<file path="config.mk">
export PLATFORM = sky130hd
export DESIGN_NAME = seg7_scan_ctrl
export DESIGN_NICKNAME = d
export VERILOG_FILES = /design/src/rtl/seg7_scan_ctrl.sv
export SDC_FILE = /design/constraint.sdc
export NUM_CORES = 1
export LEC_CHECK = 0
export ABC_AREA = 1
export BUFFER_PORTS_ARGS = -buffer_cell sky130_fd_sc_hd__buf_2
export CAP_MARGIN = 25
export CORE_ASPECT_RATIO = 1.4
export CORE_UTILIZATION = 35
export CTS_BUF_LIST = sky130_fd_sc_hd__clkbuf_4 sky130_fd_sc_hd__clkbuf_8
export CTS_CLUSTER_DIAMETER = 50
export DETAILED_ROUTE_END_ITERATION = 8
export SLEW_MARGIN = 10
export SYNTH_ARGS = -nofsm -noshare
export SYNTH_HDL_FRONTEND = slang
export SYNTH_SLANG_ARGS = --single-unit
export TNS_END_PERCENT = 100
</file>
<file path="constraint.sdc">
create_clock -name clk -period 2.9 [get_ports clk]
set_input_delay 0.145 -clock clk [delete_from_list [all_inputs] [get_ports clk]]
set_output_delay 0.145 -clock clk [all_outputs]
set_load 0.1 [all_outputs]
</file>
<file path="src/rtl/seg7_scan_ctrl.sv">
// Four-digit multiplexed 7-segment scan controller with a tear-free shadow
// register, per-slot anode dead time and optional leading-zero blanking.
module seg7_scan_ctrl #(
    parameter int unsigned PRESCALE = 100000,
    parameter int unsigned BLANK    = 2000
) (
    input  logic        clk,
    input  logic        rst_n,
    input  logic [15:0] value,
    input  logic        load,
    input  logic        lz_en,
    output logic [1:0]  sel,
    output logic [3:0]  nibble,
    output logic [3:0]  AN,
    output logic        busy,
    output logic        frame
);

    localparam int unsigned      CNT_W   = $clog2(PRESCALE);
    localparam logic [CNT_W-1:0] CNT_MAX = CNT_W'(PRESCALE - 1);
    localparam logic [3:0]       AN_RST  = (BLANK == 0) ? 4'b1110 : 4'b1111;

    logic [CNT_W-1:0] r_cnt;
    logic [1:0]       r_sel;
    logic [15:0]      r_shadow;
    logic             r_lz;
    logic [15:0]      r_pend;
    logic             r_pend_lz;
    logic             r_busy;
    logic             r_frame;
    logic [3:0]       r_nibble;
    logic [3:0]       r_an;

    logic [CNT_W-1:0] w_cnt_nxt;
    logic [1:0]       w_sel_nxt;
    logic             w_wrap;
    logic             w_boundary;
    logic             w_in_blank;
    logic [15:0]      w_shadow_nxt;
    logic             w_lz_nxt;
    logic [15:0]      w_pend_nxt;
    logic             w_pend_lz_nxt;
    logic             w_busy_nxt;
    logic             w_frame_nxt;
    logic [3:0]       w_nibble_nxt;
    logic [3:0]       w_an_nxt;

    function automatic logic [3:0] nib_of(input logic [15:0] s, input logic [1:0] k);
        logic [3:0] n;
        case (k)
            2'd0:    n = s[3:0];
            2'd1:    n = s[7:4];
            2'd2:    n = s[11:8];
            default: n = s[15:12];
        endcase
        return n;
    endfunction

    // Digit k is dark when it and every more-significant nibble are zero.
    function automatic logic lz_dark(input logic [15:0] s, input logic lz, input logic [1:0] k);
        logic d;
        case (k)
            2'd1:    d = lz && (s[15:4] == 12'h000);
            2'd2:    d = lz && (s[15:8] == 8'h00);
            2'd3:    d = lz && (s[15:12] == 4'h0);
            default: d = 1'b0;
        endcase
        return d;
    endfunction

    assign w_wrap     = (r_cnt == CNT_MAX);
    assign w_boundary = w_wrap && (r_sel == 2'd3);
    assign w_cnt_nxt  = w_wrap ? '0 : r_cnt + 1'b1;
    assign w_sel_nxt  = w_wrap ? r_sel + 2'd1 : r_sel;

    // Dead time at the start of every slot; absent entirely when BLANK is 0.
    if (BLANK == 0) begin : g_no_blank
        assign w_in_blank = 1'b0;
    end else begin : g_blank
        assign w_in_blank = (w_cnt_nxt < CNT_W'(BLANK));
    end

    always_comb begin
        w_shadow_nxt  = r_shadow;
        w_lz_nxt      = r_lz;
        w_pend_nxt    = r_pend;
        w_pend_lz_nxt = r_pend_lz;
        w_busy_nxt    = r_busy;
        w_frame_nxt   = 1'b0;

        if (w_boundary && r_busy) begin
            w_shadow_nxt = r_pend;
            w_lz_nxt     = r_pend_lz;
            w_busy_nxt   = 1'b0;
            w_frame_nxt  = 1'b1;
        end
        // A load in the boundary cycle still lands in pending after the transfer.
        if (load) begin
            w_pend_nxt    = value;
            w_pend_lz_nxt = lz_en;
            w_busy_nxt    = 1'b1;
        end

        w_nibble_nxt = nib_of(w_shadow_nxt, w_sel_nxt);
        if (w_in_blank || lz_dark(w_shadow_nxt, w_lz_nxt, w_sel_nxt)) begin
            w_an_nxt = 4'b1111;
        end else begin
            w_an_nxt = ~(4'b0001 << w_sel_nxt);
        end
    end

    always_ff @(posedge clk or negedge rst_n) begin
        if (!rst_n) begin
            r_cnt     <= '0;
            r_sel     <= 2'd0;
            r_shadow  <= 16'h0000;
            r_lz      <= 1'b0;
            r_pend    <= 16'h0000;
            r_pend_lz <= 1'b0;
            r_busy    <= 1'b0;
            r_frame   <= 1'b0;
            r_nibble  <= 4'h0;
            r_an      <= AN_RST;
        end else begin
            r_cnt     <= w_cnt_nxt;
            r_sel     <= w_sel_nxt;
            r_shadow  <= w_shadow_nxt;
            r_lz      <= w_lz_nxt;
            r_pend    <= w_pend_nxt;
            r_pend_lz <= w_pend_lz_nxt;
            r_busy    <= w_busy_nxt;
            r_frame   <= w_frame_nxt;
            r_nibble  <= w_nibble_nxt;
            r_an      <= w_an_nxt;
        end
    end

    assign sel    = r_sel;
    assign nibble = r_nibble;
    assign AN     = r_an;
    assign busy   = r_busy;
    assign frame  = r_frame;

endmodule

</file>
==> results.tsv, run 1 <==
metric	value	unit
Total Power	1.754	mW
Clk pwr share	43.8	%
total global-route track usage	16.42	%
Initial DRC Count	86	
peak supply drop	0.0002555	V
via count	2380	
CTS tree	built	
Seq/Total Area, Yosys	52.82	%
detailed placement HPWL	4.690	mm
NumNets Final	432	
DRC viols	0	
final slew viol count	0	
Worst Setup Start Kind	flip-flop	
Initial Utilization	36.31	%
Area Growth Syn to Fin	20.06	%
most common cell after layout, fill and taps aside	nand2_1	
cell accounting for the most synthesized area	dfrtp_1	
P_int	1.344	mW
setup TNS	0	ns
setup repair after global routing missed its margin	no	
Syn. warnings	0	
Hold Crit Class	input pin to flip-flop	
outcome	complete, no violations	
P per Cell Area	487.9	nW/um^2
Max clock buf depth	2	
P_leak	1.904	nW
Max transition margin	63.39	%
post-route insts no fill	517	
Required @ worst endpoint	3.15	ns
die area	8934	um^2
Net Switching	0.4101	mW
cell count after synthesis	357	
Core ar.	8247	um^2
synthesized area	2994	um^2
final WL	6.291	mm
Cell variety after synth	29	
skew final	0.008282	ns
chip height	111.4	um
Area after DPL	3223	um^2
Ports	32	
Clk pin slew, worst setup/hold paths	0.07	ns
synth top area cells	dfrtp_1 (49%), nand2_1 (15%), inv_1 (5.5%), dfstp_2 (3.5%), nand4_1 (3.1%)	
gpl congestion	0.8424	
Final Hold Viols	0	
later-pin clock latency in the skew report	0.35	ns
Cells after DPL	484	
layout cells sized above 1	21.20	%
crit path time final	2.159	ns
critical path type	flip-flop to flip-flop	
share of power burned in registers	51.9	%
Via density	4.603	
Worst Max-Slew Pin Slew	0.5492	ns
crit share post-route	74.46	%
DR pass1 iterations	4	
first-pass GRT wire length	11.16	mm
H-tree Lvls	3	
WL met3	157	um
clk sinks	63	
Port Buffer Count	31	
syn nets	379	
max-cap violations	0	
commonest non-fill, non-tap cells in the layout	nand2_1 (123), dfrtp_1 (59), inv_1 (44)	
switch share	23.38	%
Num CTS Buffers	9	
WL/cell	12.17	um
CP arrival	2.41	ns
syn_area_per_cell	8.387	um^2
# Post-CTS Setup Buffers	0	
Routed Antenna Nets	0	
Max Clk Rate	463.1	MHz
Die Width	80.17	um
total gr overflow	0	
vias in the first global route	2483	
logic gate share of total power	4.3	%
Met2 Wirelength	3.146	mm
CP endpoint kind	flip-flop	
CTS Root Cell	clkbuf_8	
final design area excluding fillers	3595	um^2
WL met1	2.770	mm
largest net degree at the start of global routing	42	
initial antenna violation count	0	
R2R setup slack	0.74	ns
final setup fails	0	
CP max FO	17	
Top Layer Used	met4	
row cnt	39	
Yosys top cell area share	49.31	%
flops & latches, synth	63	
ANT cells	0	
==> layout make-up <==
type | instances | area, um^2
inverters | 50 | 187.7
fillers | 817 | 4652
well taps | 102 | 127.6
multi-input cells | 237 | 1164
clock inverters | 6 | 70.07
clock buffers | 10 | 131.4
repair buffers | 49 | 332.8
flip-flops and latches | 63 | 1582
==> final timing paths <==
check	start	endpoint	depth (start not counted)
setup / recovery	r_cnt[0]	nibble[0]	11
hold / removal	value[2]	r_pend[2]	3
setup reg to reg	r_cnt[0]	nibble[0]	11
hold reg to reg	r_cnt[0]	r_cnt[0]	1
max in group asynchronous	rst_n	r_shadow[11]	3
min in group asynchronous	rst_n	sel[1]	2
==> critical path, cell delays in order (launching register included) <==
cell and delay [ns]:
dfrtp_1 0.37, ha_1 0.20, nand3_2 0.14, inv_2 0.11, nand3_1 0.12, nor2_4 0.35, nand2_2 0.09, nand2_2 0.13
inv_1 0.07, nor2_1 0.28, nand2_1 0.10, o2111ai_1 0.12
==> power by group through the flow <==
stage	Sequential [mW]	Combinational, mW	Clock, mW
2_1_floorplan	0.923	0.0242	0
3_3_place_gp	0.926	0.0593	0
3_5_place_dp	0.927	0.0610	0
4_1_cts	0.910	0.0783	0.791
5_1_grt	0.911	0.0884	0.839
6_report	0.910	0.0759	0.768
==> per-layer routing <==
metal  up-vias  global-route usage, %
met1      1097                  19.92
li1       1226                      -
met5         -                      0
met3        17                  3.607
met2        40                  26.50
met4         0                  9.405
==> sequential cells by signal, indices dropped and copies added, names as in the netlist <==
register and count:
frame 1, r_shadow 16, r_pend_lz 1, r_cnt 17, busy 1, nibble 4
sel 2, r_lz 1, AN 4, r_pend 16
==> synthesized netlist by cell type <==
cell type / instances
nand3_2: 4
nand4_2: 1
xor2_1: 2
ha_1: 2
o2111ai_1: 2
nor3_2: 1
nand2_4: 2
clkbuf_8: 2
nand2_2: 8
nor3_1: 4
nor2_2: 10
nor2_4: 1
inv_2: 6
nand4_1: 15
o21ai_0: 17
clkbuf_1: 3
inv_1: 44
or2_2: 1
nor2_1: 22
nand3b_1: 1
nand2_1: 123
buf_6: 2
dfrtp_1: 59
nand4_4: 1
nand3_4: 1
a21oi_1: 2
dfstp_2: 4
nand3_1: 16
xnor2_1: 1
==> what timing repair did <==
item,CTS,global route
setup endpoints to repair,0,0
hold buffers,17,0
hold endpoints to repair,34,0
resized for setup,0,0
==> stage by stage <==
stage	util [%]	hold WS, ns	setup WS (ns)
after floorplan	-	-0.1506	0.6240
after global placement	39.08	0.1527	0.7920
after detailed placement	39.08	0.1589	0.7435
after CTS	43.59	0.006115	0.7259
after global routing	43.59	0.01493	0.4504
final	43.59	0.01829	0.7408
==> cells by family (layout without fill, tap and decap cells) <==
logic type	after synthesis	count (layout)	share of synthesized area, %
buf+inv	57	115	8.316
simple gates	211	211	33.39
compound gates	21	21	3.761
xor+xnor	3	3	0.8777
fa+ha+maj	2	2	0.8356
flops	63	63	52.82
Note: power is estimated with default switching activity, not from simulation.
==> run 2, diff against run 1 <==
==> constraint.sdc (replaced) <==
create_clock -name clk -period 1.9 [get_ports clk]
set_input_delay 0.095 -clock clk [delete_from_list [all_inputs] [get_ports clk]]
set_output_delay 0.095 -clock clk [all_outputs]
set_load 0.1 [all_outputs]
==> results.tsv, run 2 (same netlist as run 1, synthesis figures left out) <==
metric	value	unit
outcome	finished, violations left	
violated checks	negative setup slack	
Via density	4.661	
Die Width	80.17	um
setup repair after global routing missed its margin	yes	
crit path time final	1.987	ns
Routed Antenna Nets	0	
Final Hold Viols	0	
area of the multi-input gates	1294	um^2
biggest regs	r_cnt (17), r_pend (16), r_shadow (16)	
NumNets Final	481	
worst path cell trace	buf_4 -> nand3_1 -> nor2_2 -> nand2_2 -> buf_4 -> nand2_1 -> nand3_1 -> a21oi_1 -> nand4_1 -> nand3b_1 -> nand3_1	
final design area excluding fillers	4115	um^2
most common cell after layout, fill and taps aside	nand2_1	
commonest non-fill, non-tap cells in the layout	nand2_1 (120), dfrtp_1 (56), buf_4 (44)	
crit share post-route	104.6	%
ANT cells	0	
DR pass1 iterations	4	
Initial Utilization	36.31	%
peak supply drop	0.0003797	V
Port Buffer Count	31	
die area	8934	um^2
Required @ worst endpoint	2.16	ns
final WL	7.209	mm
vias in the first global route	2509	
max FFs per register	17	
Total Power	2.673	mW
Num CTS Buffers	9	
Core ar.	8247	um^2
P_leak	2.156	nW
Hold Crit Class	input pin to flip-flop	
DRC viols	0	
initial antenna violation count	0	
Worst Max-Slew Pin Slew	0.4948	ns
H-tree Lvls	3	
via count	2638	
largest net degree at the start of global routing	40	
skew final	0.01012	ns
clk sinks	63	
CP arrival	2.25	ns
Max transition margin	66.76	%
final setup margin	-0.08658	ns
row cnt	39	
detailed placement HPWL	5.036	mm
worst-path cell with the longest stage delay	dfrtp_1	
critical path type	flip-flop to flip-flop	
final setup fails	4	
total gr overflow	0	
first-pass GRT wire length	11.70	mm
CP endpoint kind	flip-flop	
hold slack	0.06268	ns
CP max stage delay	0.41	ns
layout cells sized above 1	32.76	%
Layout Utilization	49.90	%
Worst Setup Start Kind	flip-flop	
CP max FO	4	
Crit path top cell by count	nand3_1	
setup TNS	-0.3115	ns
CTS Root Cell	clkbuf_8	
final slew viol count	0	
max-cap violations	0	
Max clock buf depth	2	
Max Clk Rate	503.4	MHz
CTS tree	built	
Area Growth Syn to Fin	37.44	%
Biggest register	r_cnt	
Cells after DPL	516	
total global-route track usage	17.43	%
Ports	32	
pre-CTS setup slack	-0.1014	ns
P per Cell Area	649.5	nW/um^2
post-route insts no fill	566	
chip height	111.4	um
Seq. cell area	1590	um^2
Area after DPL	3485	um^2
Clk pin slew, worst setup/hold paths	0.07	ns
later-pin clock latency in the skew report	0.35	ns
fillers	770	
WL/cell	12.74	um
gpl congestion	0.8901	
Initial DRC Count	163	
-- run 2: cell type report --
class / count / area share, %
timing repair buffer: 97 / 17.48
sequential: 63 / 38.64
multi-input combinational: 238 / 31.44
clock inverter: 7 / 1.763
inverter: 50 / 4.561
clock buffer: 9 / 3.010
tap: 102 / 3.101
-- run 2: where the power goes --
part	internal [mW]	switching (mW)	leakage, nW
Clock	0.607	0.559	0.0956
Sequential	1.37	0.0150	0.812
Combinational	0.0562	0.0629	1.25
-- run 2: repair_timing --
action,4_1_cts,5_1_grt
endpoints found under the hold margin,76,0
buffers inserted,7,9
gates resized for setup,11,24
setup endpoints to repair,5,8
gates cloned,1,1
hold buffers,18,0
pin swaps,4,14
-- run 2: metal layers --
metal | GRT usage, % | part of all wire (%)
met5 | 0 | 0
met4 | 7.262 | 2.4
met3 | 3.934 | 2.9
met2 | 29.69 | 53
met1 | 20.84 | 42
-- run 2: worst paths after layout --
kind | from | endpoint | cells past startpoint | slack (ns)
setup reg to reg | r_cnt[0] | AN[1] | 11 | -0.09
min in group asynchronous | rst_n | r_cnt[11] | 3 | 0.26
hold / removal | load | r_pend[12] | 3 | 0.06
setup / recovery | r_cnt[0] | AN[1] | 11 | -0.09
max in group asynchronous | rst_n | busy | 3 | 1.19
hold reg to reg | r_pend[11] | r_pend[11] | 2 | 0.47
-- run 2: critical path: cells and delay by family, from the launching register on --
kind	cells	cell delay (ns)
buffers and inverters	2	0.28
and+or+nand+nor	8	1.03
AOI/OAI and AO/OA	1	0.18
DFF	1	0.41
